--- src/rtl/fse_pkg.sv ---
// -----------------------------------------------------------------------------
// fse_pkg
// Shared constants for the FSE LMS adaptation stage: tap count, fixed-point
// formats of the input samples, FSE output and taps, derived product/gradient
// widths, slicer level, centre-tap index and the update FSM state type.
// No ports (package).
// -----------------------------------------------------------------------------
package fse_pkg;

    localparam int NUM_TAPS   = 9;
    localparam int NBT_IN     = 8;     // S(8,7) T/2 input samples
    localparam int NBF_IN     = 7;
    localparam int NBT_EQ     = 12;    // S(12,9) FSE output
    localparam int NBF_EQ     = 9;
    localparam int NBT_TAPS   = 28;    // S(28,25) taps
    localparam int NBF_TAPS   = 25;

    localparam int MU_SHIFT_DEF   = 12;
    localparam int LEAK_SHIFT_DEF = 16;
    localparam int DEC_LEVEL      = 362;   // ~0.707 in S(12,9)

    // Error is d - y at one extra bit: S(13,9)
    localparam int ERR_W    = NBT_EQ + 1;
    // error x sample product S(21,16) and sum of two products S(22,16)
    localparam int PROD_W   = ERR_W + NBT_IN;
    localparam int PROD_F   = NBF_EQ + NBF_IN;
    localparam int GRAD_W   = PROD_W + 1;
    // Left shift that moves the gradient onto the tap binary point
    localparam int ALIGN_SH = NBF_TAPS - PROD_F;
    // Headroom for w - leak + delta before saturation
    localparam int ACC_W    = GRAD_W + ALIGN_SH + 2;

    localparam int CENTER_TAP = NUM_TAPS / 2;
    localparam int K_W        = $clog2(NUM_TAPS);
    localparam int TAPV_W     = NUM_TAPS * NBT_TAPS;

    // 1.0 in S(NBT_TAPS,NBF_TAPS)
    localparam logic signed [NBT_TAPS-1:0] TAP_ONE =
        {{(NBT_TAPS-NBF_TAPS-1){1'b0}}, 1'b1, {NBF_TAPS{1'b0}}};

    typedef enum logic [1:0] {
        ST_IDLE,
        ST_UPDATE,
        ST_COMMIT
    } lms_state_e;

endpackage

--- src/rtl/fse_lms_update_if.sv ---
// -----------------------------------------------------------------------------
// fse_lms_update_if
// Bundle between the FSE side and the LMS adaptation stage.
//   i_is_data_I/Q  T/2 input samples (same as the FSE inputs)
//   i_en           T/2 shift strobe
//   i_sym_valid    symbol strobe, FSE output valid for current delay line
//   i_eq_data_I/Q  FSE output y
//   i_adapt_en     adaptation enable, sampled with i_sym_valid
//   o_taps_I/Q     packed committed taps (tap k at [(k+1)*NBT_TAPS-1 : k*NBT_TAPS])
//   o_err_I/Q      last slicer error S(13,9)
//   o_busy         update in progress
//   o_drop         one-cycle pulse when a symbol strobe is ignored
// Modports: master drives the inputs of the stage, slave is the stage itself.
// -----------------------------------------------------------------------------
interface fse_lms_update_if;
    import fse_pkg::*;

    logic signed [NBT_IN-1:0] i_is_data_I;
    logic signed [NBT_IN-1:0] i_is_data_Q;
    logic                     i_en;
    logic                     i_sym_valid;
    logic signed [NBT_EQ-1:0] i_eq_data_I;
    logic signed [NBT_EQ-1:0] i_eq_data_Q;
    logic                     i_adapt_en;
    logic [TAPV_W-1:0]        o_taps_I;
    logic [TAPV_W-1:0]        o_taps_Q;
    logic signed [ERR_W-1:0]  o_err_I;
    logic signed [ERR_W-1:0]  o_err_Q;
    logic                     o_busy;
    logic                     o_drop;

    modport master (
        output i_is_data_I, i_is_data_Q, i_en, i_sym_valid,
               i_eq_data_I, i_eq_data_Q, i_adapt_en,
        input  o_taps_I, o_taps_Q, o_err_I, o_err_Q, o_busy, o_drop
    );

    modport slave (
        input  i_is_data_I, i_is_data_Q, i_en, i_sym_valid,
               i_eq_data_I, i_eq_data_Q, i_adapt_en,
        output o_taps_I, o_taps_Q, o_err_I, o_err_Q, o_busy, o_drop
    );

endinterface

--- src/rtl/fse_lms_tap_upd.sv ---
// -----------------------------------------------------------------------------
// fse_lms_tap_upd
// Combinational single-tap LMS step: w_new = sat(w [- leak] + mu * e * conj(x)).
//   err_I/Q     slicer error S(13,9)
//   x_I/x_Q     snapshot sample for this tap S(8,7)
//   w_I/w_Q     current working tap S(28,25)
//   w_new_I/Q   updated, saturated tap S(28,25)
// Optional feature: define FSE_LMS_LEAK_EN for leaky LMS, subtracting
// w >>> LEAK_SHIFT every step. Without it LEAK_SHIFT has no effect.
// -----------------------------------------------------------------------------
module fse_lms_tap_upd
    import fse_pkg::*;
#(
    parameter int MU_SHIFT   = MU_SHIFT_DEF,
    parameter int LEAK_SHIFT = LEAK_SHIFT_DEF
) (
    input  logic signed [ERR_W-1:0]    err_I,
    input  logic signed [ERR_W-1:0]    err_Q,
    input  logic signed [NBT_IN-1:0]   x_I,
    input  logic signed [NBT_IN-1:0]   x_Q,
    input  logic signed [NBT_TAPS-1:0] w_I,
    input  logic signed [NBT_TAPS-1:0] w_Q,
    output logic signed [NBT_TAPS-1:0] w_new_I,
    output logic signed [NBT_TAPS-1:0] w_new_Q
);

`ifdef FSE_LMS_LEAK_EN
    localparam bit LEAK_ON = 1'b1;
`else
    localparam bit LEAK_ON = 1'b0;
`endif

    localparam logic signed [ACC_W-1:0] TAP_MAX = (ACC_W'(1) <<< (NBT_TAPS-1)) - ACC_W'(1);
    localparam logic signed [ACC_W-1:0] TAP_MIN = -TAP_MAX - ACC_W'(1);

    function automatic logic signed [NBT_TAPS-1:0] sat_tap(input logic signed [ACC_W-1:0] v);
        logic signed [NBT_TAPS-1:0] r;
        if (v > TAP_MAX)      r = TAP_MAX[NBT_TAPS-1:0];
        else if (v < TAP_MIN) r = TAP_MIN[NBT_TAPS-1:0];
        else                  r = v[NBT_TAPS-1:0];
        return r;
    endfunction

    logic signed [PROD_W-1:0] e_I_x, e_Q_x, x_I_x, x_Q_x;
    logic signed [PROD_W-1:0] p_ii, p_qq, p_qi, p_iq;
    logic signed [GRAD_W-1:0] g_I, g_Q;
    logic signed [ACC_W-1:0]  a_I, a_Q, d_I, d_Q;
    logic signed [ACC_W-1:0]  wx_I, wx_Q, lk_I, lk_Q, acc_I, acc_Q;

    // Operands widened first so the products are formed at full S(21,16)
    assign e_I_x = PROD_W'(err_I);
    assign e_Q_x = PROD_W'(err_Q);
    assign x_I_x = PROD_W'(x_I);
    assign x_Q_x = PROD_W'(x_Q);

    assign p_ii = e_I_x * x_I_x;
    assign p_qq = e_Q_x * x_Q_x;
    assign p_qi = e_Q_x * x_I_x;
    assign p_iq = e_I_x * x_Q_x;

    // e * conj(x)
    assign g_I = GRAD_W'(p_ii) + GRAD_W'(p_qq);
    assign g_Q = GRAD_W'(p_qi) - GRAD_W'(p_iq);

    // Move onto the tap binary point, then apply mu with a flooring shift
    assign a_I = ACC_W'(g_I) <<< ALIGN_SH;
    assign a_Q = ACC_W'(g_Q) <<< ALIGN_SH;
    assign d_I = a_I >>> MU_SHIFT;
    assign d_Q = a_Q >>> MU_SHIFT;

    assign wx_I = ACC_W'(w_I);
    assign wx_Q = ACC_W'(w_Q);
    assign lk_I = LEAK_ON ? (wx_I >>> LEAK_SHIFT) : '0;
    assign lk_Q = LEAK_ON ? (wx_Q >>> LEAK_SHIFT) : '0;

    assign acc_I = wx_I - lk_I + d_I;
    assign acc_Q = wx_Q - lk_Q + d_Q;

    assign w_new_I = sat_tap(acc_I);
    assign w_new_Q = sat_tap(acc_Q);

endmodule

--- src/rtl/fse_lms_update.sv ---
// -----------------------------------------------------------------------------
// fse_lms_update
// LMS coefficient adaptation behind the complex fractionally spaced equalizer.
// Mirrors the FSE T/2 delay line, slices each symbol, forms the complex error
// and updates the taps serially (one tap per clock) through a shared
// fse_lms_tap_upd, then commits all taps to the output buses in one cycle.
//   clk        clock
//   i_reset_n  asynchronous active-low reset
//   bus        fse_lms_update_if.slave (samples, strobes, taps, error, status)
// Optional feature: FSE_LMS_LEAK_EN selects leaky LMS inside fse_lms_tap_upd.
// -----------------------------------------------------------------------------
module fse_lms_update
    import fse_pkg::*;
#(
    parameter int MU_SHIFT   = MU_SHIFT_DEF,
    parameter int LEAK_SHIFT = LEAK_SHIFT_DEF
) (
    input  logic               clk,
    input  logic               i_reset_n,
    fse_lms_update_if.slave    bus
);

    localparam logic signed [ERR_W-1:0] DEC_E  = ERR_W'(DEC_LEVEL);
    localparam logic [K_W-1:0]          K_LAST = K_W'(NUM_TAPS-1);

    // y = 0 slices to the positive decision
    function automatic logic signed [ERR_W-1:0] slice_err(input logic signed [NBT_EQ-1:0] y);
        logic signed [ERR_W-1:0] d;
        d = y[NBT_EQ-1] ? -DEC_E : DEC_E;
        return d - ERR_W'(y);
    endfunction

    lms_state_e state, state_nxt;
    logic [K_W-1:0] k;

    logic signed [NBT_IN-1:0]   mir_I  [NUM_TAPS];
    logic signed [NBT_IN-1:0]   mir_Q  [NUM_TAPS];
    logic signed [NBT_IN-1:0]   snap_I [NUM_TAPS];
    logic signed [NBT_IN-1:0]   snap_Q [NUM_TAPS];
    logic signed [NBT_TAPS-1:0] w_I    [NUM_TAPS];
    logic signed [NBT_TAPS-1:0] w_Q    [NUM_TAPS];
    logic [TAPV_W-1:0]          taps_I, taps_Q;
    logic signed [ERR_W-1:0]    e_I, e_Q, err_I, err_Q;
    logic signed [NBT_TAPS-1:0] w_new_I, w_new_Q;
    logic                       drop;
    logic                       err_load, start, step, commit, drop_set;

    assign e_I = slice_err(bus.i_eq_data_I);
    assign e_Q = slice_err(bus.i_eq_data_Q);

    // FSM state register
    always_ff @(posedge clk or negedge i_reset_n) begin
        if (!i_reset_n) state <= ST_IDLE;
        else            state <= state_nxt;
    end

    always_comb begin
        state_nxt = state;
        err_load  = 1'b0;
        start     = 1'b0;
        step      = 1'b0;
        commit    = 1'b0;
        drop_set  = 1'b0;
        unique case (state)
            ST_IDLE: begin
                // Error is tracked even when adaptation is off
                err_load = bus.i_sym_valid;
                if (bus.i_sym_valid && bus.i_adapt_en) begin
                    start     = 1'b1;
                    state_nxt = ST_UPDATE;
                end
            end
            ST_UPDATE: begin
                step     = 1'b1;
                drop_set = bus.i_sym_valid && bus.i_adapt_en;
                if (k == K_LAST) state_nxt = ST_COMMIT;
            end
            ST_COMMIT: begin
                commit    = 1'b1;
                drop_set  = bus.i_sym_valid && bus.i_adapt_en;
                state_nxt = ST_IDLE;
            end
            default: state_nxt = ST_IDLE;
        endcase
    end

    // Mirror of the FSE delay line: newest sample enters at index 0
    always_ff @(posedge clk or negedge i_reset_n) begin
        if (!i_reset_n) begin
            for (int j = 0; j < NUM_TAPS; j++) begin
                mir_I[j] <= '0;
                mir_Q[j] <= '0;
            end
        end else if (bus.i_en) begin
            mir_I[0] <= bus.i_is_data_I;
            mir_Q[0] <= bus.i_is_data_Q;
            for (int j = 1; j < NUM_TAPS; j++) begin
                mir_I[j] <= mir_I[j-1];
                mir_Q[j] <= mir_Q[j-1];
            end
        end
    end

    fse_lms_tap_upd #(
        .MU_SHIFT   (MU_SHIFT),
        .LEAK_SHIFT (LEAK_SHIFT)
    ) u_tap_upd (
        .err_I   (err_I),
        .err_Q   (err_Q),
        .x_I     (snap_I[k]),
        .x_Q     (snap_Q[k]),
        .w_I     (w_I[k]),
        .w_Q     (w_Q[k]),
        .w_new_I (w_new_I),
        .w_new_Q (w_new_Q)
    );

    // Snapshot, working taps, committed taps, error and drop pulse.
    // The snapshot takes the pre-shift mirror, matching the FSE output that
    // the symbol strobe refers to.
    always_ff @(posedge clk or negedge i_reset_n) begin
        if (!i_reset_n) begin
            k     <= '0;
            err_I <= '0;
            err_Q <= '0;
            drop  <= 1'b0;
            for (int j = 0; j < NUM_TAPS; j++) begin
                snap_I[j] <= '0;
                snap_Q[j] <= '0;
                w_I[j]    <= (j == CENTER_TAP) ? TAP_ONE : '0;
                w_Q[j]    <= '0;
                taps_I[j*NBT_TAPS +: NBT_TAPS] <= (j == CENTER_TAP) ? TAP_ONE : '0;
                taps_Q[j*NBT_TAPS +: NBT_TAPS] <= '0;
            end
        end else begin
            drop <= drop_set;
            if (err_load) begin
                err_I <= e_I;
                err_Q <= e_Q;
            end
            if (start) begin
                k <= '0;
                for (int j = 0; j < NUM_TAPS; j++) begin
                    snap_I[j] <= mir_I[j];
                    snap_Q[j] <= mir_Q[j];
                end
            end
            if (step) begin
                w_I[k] <= w_new_I;
                w_Q[k] <= w_new_Q;
                k      <= k + K_W'(1);
            end
            // Atomic hand-over so the FSE never sees a half-updated set
            if (commit) begin
                for (int j = 0; j < NUM_TAPS; j++) begin
                    taps_I[j*NBT_TAPS +: NBT_TAPS] <= w_I[j];
                    taps_Q[j*NBT_TAPS +: NBT_TAPS] <= w_Q[j];
                end
            end
        end
    end

    assign bus.o_taps_I = taps_I;
    assign bus.o_taps_Q = taps_Q;
    assign bus.o_err_I  = err_I;
    assign bus.o_err_Q  = err_Q;
    assign bus.o_busy   = (state != ST_IDLE);
    assign bus.o_drop   = drop;

endmodule

--- src/flat_wrapper.sv ---
// flat-port wrapper written by rule: the top's interface ports become plain ports
module fse_lms_update_flat import fse_pkg::*;
#(
    parameter int MU_SHIFT   = MU_SHIFT_DEF,
    parameter int LEAK_SHIFT = LEAK_SHIFT_DEF
)
  (clk, i_reset_n, bus_i_is_data_I, bus_i_is_data_Q, bus_i_en, bus_i_sym_valid, bus_i_eq_data_I, bus_i_eq_data_Q, bus_i_adapt_en, bus_o_taps_I, bus_o_taps_Q, bus_o_err_I, bus_o_err_Q, bus_o_busy, bus_o_drop);
  fse_lms_update_if bus_i ();
  input  logic clk;
  input  logic i_reset_n;
  input wire logic [$bits(bus_i.i_is_data_I)-1:0] bus_i_is_data_I;
  input wire logic [$bits(bus_i.i_is_data_Q)-1:0] bus_i_is_data_Q;
  input wire logic [$bits(bus_i.i_en)-1:0] bus_i_en;
  input wire logic [$bits(bus_i.i_sym_valid)-1:0] bus_i_sym_valid;
  input wire logic [$bits(bus_i.i_eq_data_I)-1:0] bus_i_eq_data_I;
  input wire logic [$bits(bus_i.i_eq_data_Q)-1:0] bus_i_eq_data_Q;
  input wire logic [$bits(bus_i.i_adapt_en)-1:0] bus_i_adapt_en;
  output wire logic [$bits(bus_i.o_taps_I)-1:0] bus_o_taps_I;
  output wire logic [$bits(bus_i.o_taps_Q)-1:0] bus_o_taps_Q;
  output wire logic [$bits(bus_i.o_err_I)-1:0] bus_o_err_I;
  output wire logic [$bits(bus_i.o_err_Q)-1:0] bus_o_err_Q;
  output wire logic [$bits(bus_i.o_busy)-1:0] bus_o_busy;
  output wire logic [$bits(bus_i.o_drop)-1:0] bus_o_drop;
  assign bus_i.i_is_data_I = bus_i_is_data_I;
  assign bus_i.i_is_data_Q = bus_i_is_data_Q;
  assign bus_i.i_en = bus_i_en;
  assign bus_i.i_sym_valid = bus_i_sym_valid;
  assign bus_i.i_eq_data_I = bus_i_eq_data_I;
  assign bus_i.i_eq_data_Q = bus_i_eq_data_Q;
  assign bus_i.i_adapt_en = bus_i_adapt_en;
  assign bus_o_taps_I = bus_i.o_taps_I;
  assign bus_o_taps_Q = bus_i.o_taps_Q;
  assign bus_o_err_I = bus_i.o_err_I;
  assign bus_o_err_Q = bus_i.o_err_Q;
  assign bus_o_busy = bus_i.o_busy;
  assign bus_o_drop = bus_i.o_drop;
  fse_lms_update #(.MU_SHIFT(MU_SHIFT), .LEAK_SHIFT(LEAK_SHIFT)) u_core (.clk(clk), .i_reset_n(i_reset_n), .bus(bus_i));
endmodule
--- config.mk ---
export PLATFORM = sky130hd
export DESIGN_NAME = fse_lms_update_flat
export DESIGN_NICKNAME = d
export VERILOG_FILES = /design/src/rtl/fse_pkg.sv /design/src/rtl/fse_lms_update_if.sv /design/src/rtl/fse_lms_tap_upd.sv /design/src/rtl/fse_lms_update.sv /design/src/flat_wrapper.sv
export SDC_FILE = /design/constraint.sdc
export NUM_CORES = 2
export LEC_CHECK = 0
export ABC_CLOCK_PERIOD_IN_PS = 13900
export CORE_MARGIN = 5
export CORE_UTILIZATION = 36
export DETAILED_ROUTE_END_ITERATION = 10
export SYNTH_ARGS = -nofsm -noshare
export SYNTH_HDL_FRONTEND = slang
export SYNTH_SLANG_ARGS = --single-unit
export TNS_END_PERCENT = 5
--- constraint.sdc ---
create_clock -name clk -period 13.9 [get_ports clk]
set_clock_uncertainty 0.05 [all_clocks]
set_input_delay 2.78 -clock clk [delete_from_list [all_inputs] [get_ports clk]]
set_output_delay 2.78 -clock clk [all_outputs]
set_load 0.005 [all_outputs]
==> results by group <==
Logic synthesis
  – Seq/Total Area, Yosys: between 40% and 50%
  – EDFF count, synth: 0
  – Yosys cell types: 75
  – Seq cells post-synth: about 1300
  – Syn_nets: roughly 7000
  – Top cells by area, synth: dfrtp_1, fa_1, mux2_2
  – Cell with the most instances after synthesis: dfrtp_1
  – FFs w/ async S/R, synth: 100.0%
  – Synth Cell Area: ~73000 µm²
  – Largest area contributor in the netlist: dfrtp_1
  – Synth top cells by count: dfrtp_1, nand2_1, mux2_2
  – Post-Syn Instances: about 6500
  – Top FF cell, synth: dfrtp_1
  – Post-Synthesis Mean Instance Area: 11.21 µm²
  – Yosys warnings: 0
  – Yosys top cell area share: 45.76%

Clock tree
  – H-tree depth: 4
  – Skew-Pair Late Insertion Delay: between 0.8 and 0.9 ns
  – Post-cts hold buffer count: 0
  – CTS root buf: clkbuf_16
  – Cts bufs inserted: approximately 150
  – CTS tree: built
  – Clk buf depth: 3
  – Clock transition at path regs: around 0.060 ns
  – Post_cts resized: 0
  – Postcts setup bufs: 0
  – Clk sinks: between 1000 and 1500

Worst setup path
  – CP Class: reg -> reg
  – Worst path required time: 14.48 ns
  – CP peak stage delay: around 0.96 ns
  – Crit Path Max Fanout: 25
  – Slowest cell on crit path: o22ai_1
  – WP data arrival: 13.11 ns
  – Critical Path Start: u_core.k[1]
  – Delay-heaviest family, CP: compound AO/OA/AOI/OAI gates
  – Setup crit end kind: flip-flop
  – Crit start category: flip-flop
  – RR Startpoint: u_core.k[1]
  – Crit path buf inv count: 6

Floorplan
  – Die ar.: approximately 210000 µm²
  – DIE WIDTH: 459.0 µm
  – Row count: around 160
  – Die span in y: roughly 460 µm
  – IO Pins: 577
  – Core area: roughly 200000 µm²
  – Initial Utilization: 36.27%

Detailed routing
  – Post-route DRC: 0
  – Drt via density: approximately 5
  – Wire per inst: between 20 and 25 µm
  – Antenna viol nets, final: 0
  – Vias after detailed routing: roughly 50000
  – Final wirelength: approximately 230 mm
  – DRT Pass-1 Iters: 7
  – DRT iter0 DRCs: just under 4000

Global routing
  – Gr ovfl total: 0
  – Global Route Usage Sum: between 20% and 30%
  – Largest net degree at the start of global routing: approximately 180
  – Vias in the first global route: roughly 52000
  – Global-route wire length before repair: 341.9 mm
  – Initial antenna violation count: 11

STA
  – Total negative slack: 0 ns
  – Slew HR: 18.62%
  – Unrepaired setup endpoints after global routing: false
  – Hold Violations, Final: 0
  – F_max: between 70 and 80 MHz
  – Final setup viols: 0
  – Worst-Margin Slew: approximately 1.2 ns
  – Final Critical Period: roughly 13 ns
  – Final Cycle Share: between 90% and 100%
  – Max Slew Vio Count: 0

Outcome
  – Status: complete, no violations

Layout
  – Register area: 33270 µm²
  – Layout cell share with drive strength beyond 1: roughly 17%
  – Layout area overhead: 19.21%
  – FILL cells: 18720
  – Multi-input gate area: 36020 µm²
  – Nets: roughly 7600
  – Post-route cell area: about 87000 µm²

Run
  – MaxCap Viol Count: 0

Placement
  – DP HPWL: 161.4 mm
  – RePlAce Congestion: roughly 0.86
  – Port bufs: about 580
  – DP Area: ~80000 µm²

Hold path
  – Worst hold path class: reg -> reg
  – Worst Hold Launch: u_core.mir_I[2]
[per-layer routing]
layer	routed length, µm	global-route usage (%)
met2	107500	34.86
met3	13370	4.131
met4	9993	8.491
met1	96820	28.65
met5	69	0
[state kept, by name, summed over array words and instances (netlist names)]
| signal | count |
|---|---|
| u_core.bus.o_drop | 1 |
| u_core.bus.o_err_I | 13 |
| u_core.bus.o_err_Q | 13 |
| u_core.bus.o_taps_I | 252 |
| u_core.bus.o_taps_Q | 252 |
| u_core.k | 4 |
| u_core.mir_I | 72 |
| u_core.mir_Q | 72 |
| u_core.snap_I | 72 |
| u_core.snap_Q | 72 |
| u_core.state | 2 |
| u_core.w_I | 252 |
| u_core.w_Q | 252 |
[stage by stage]
step / std cells / setup WS (ns) / utilization, % / hold slack, ns
global route: 9718 / 0.7584 / 43.23 / 0.4434
floorplan: 6475 / 3.199 / - / 0.3848
CTS: 9717 / 1.540 / 43.23 / 0.4111
finish: 9726 / 1.368 / 43.24 / 0.4178
global placement: 9449 / 1.597 / 40.63 / 0.3972
detailed placement: 9449 / 1.627 / 40.63 / 0.4002
[cells by family after synthesis]
kind of cell,Yosys count,share of synthesized area (%)
simple gates,1673,9.804
flops,1329,45.83
mux,874,15.38
buf+inv,902,4.769
xor+xnor,122,1.483
fa+ha+maj,634,15.28
compound gates,941,7.444
[cell usage in the layout, fill, tap and decap left out, types with 30 or more instances in the layout]
master and instances:
a21o_1 64, a21oi_1 120, and2_1 191, and3_1 30
buf_4 96, clkbuf_1 33, clkbuf_16 154, clkdlybuf4s50_1 574
dfrtp_1 1323, fa_1 421, ha_1 211, inv_1 542
mux2_2 669, mux2i_1 78, mux4_2 126, nand2_1 1226
nor2_1 107, o21ai_0 577, o21ai_1 43, xnor2_1 89
xor2_1 32
[worst register-to-register path, delay by kind of cell, from the launching register on]
kind | cells | cell delay, ns
compound gates | 14 | 4.60
fa+ha+maj | 8 | 2.96
simple gates | 10 | 2.61
xor+xnor | 1 | 0.78
buf+inv | 6 | 0.71
flops | 1 | 0.66
[final timing paths]
| check | to | slack [ns] | cells past startpoint |
|---|---|---|---|
| worst max-delay path | u_core.w_Q[231] | 1.37 | 39 |
| worst min-delay path | u_core.snap_I[2] | 0.42 | 2 |
| worst max register to register | u_core.w_Q[231] | 1.37 | 39 |
| worst min register to register | u_core.snap_I[2] | 0.42 | 2 |
| max in group asynchronous | u_core.bus.o_taps_Q[7] | 8.82 | 4 |
| min in group asynchronous | u_core.bus.o_taps_I[50] | 1.92 | 1 |
[cell type report]
| class | count | area share, % |
|---|---|---|
| antenna | 9 | 0.02603 |
| clock buffer | 216 | 5.059 |
| clock inverter | 52 | 0.9488 |
| inverter | 542 | 2.352 |
| multi-input combinational | 4244 | 41.64 |
| sequential | 1329 | 38.46 |
| tap | 2656 | 3.841 |
| timing repair buffer | 678 | 7.668 |
Power is left out: the tool's default activity adds up to more than one toggle a clock period on the data nets, which glitch-free logic cannot reach.
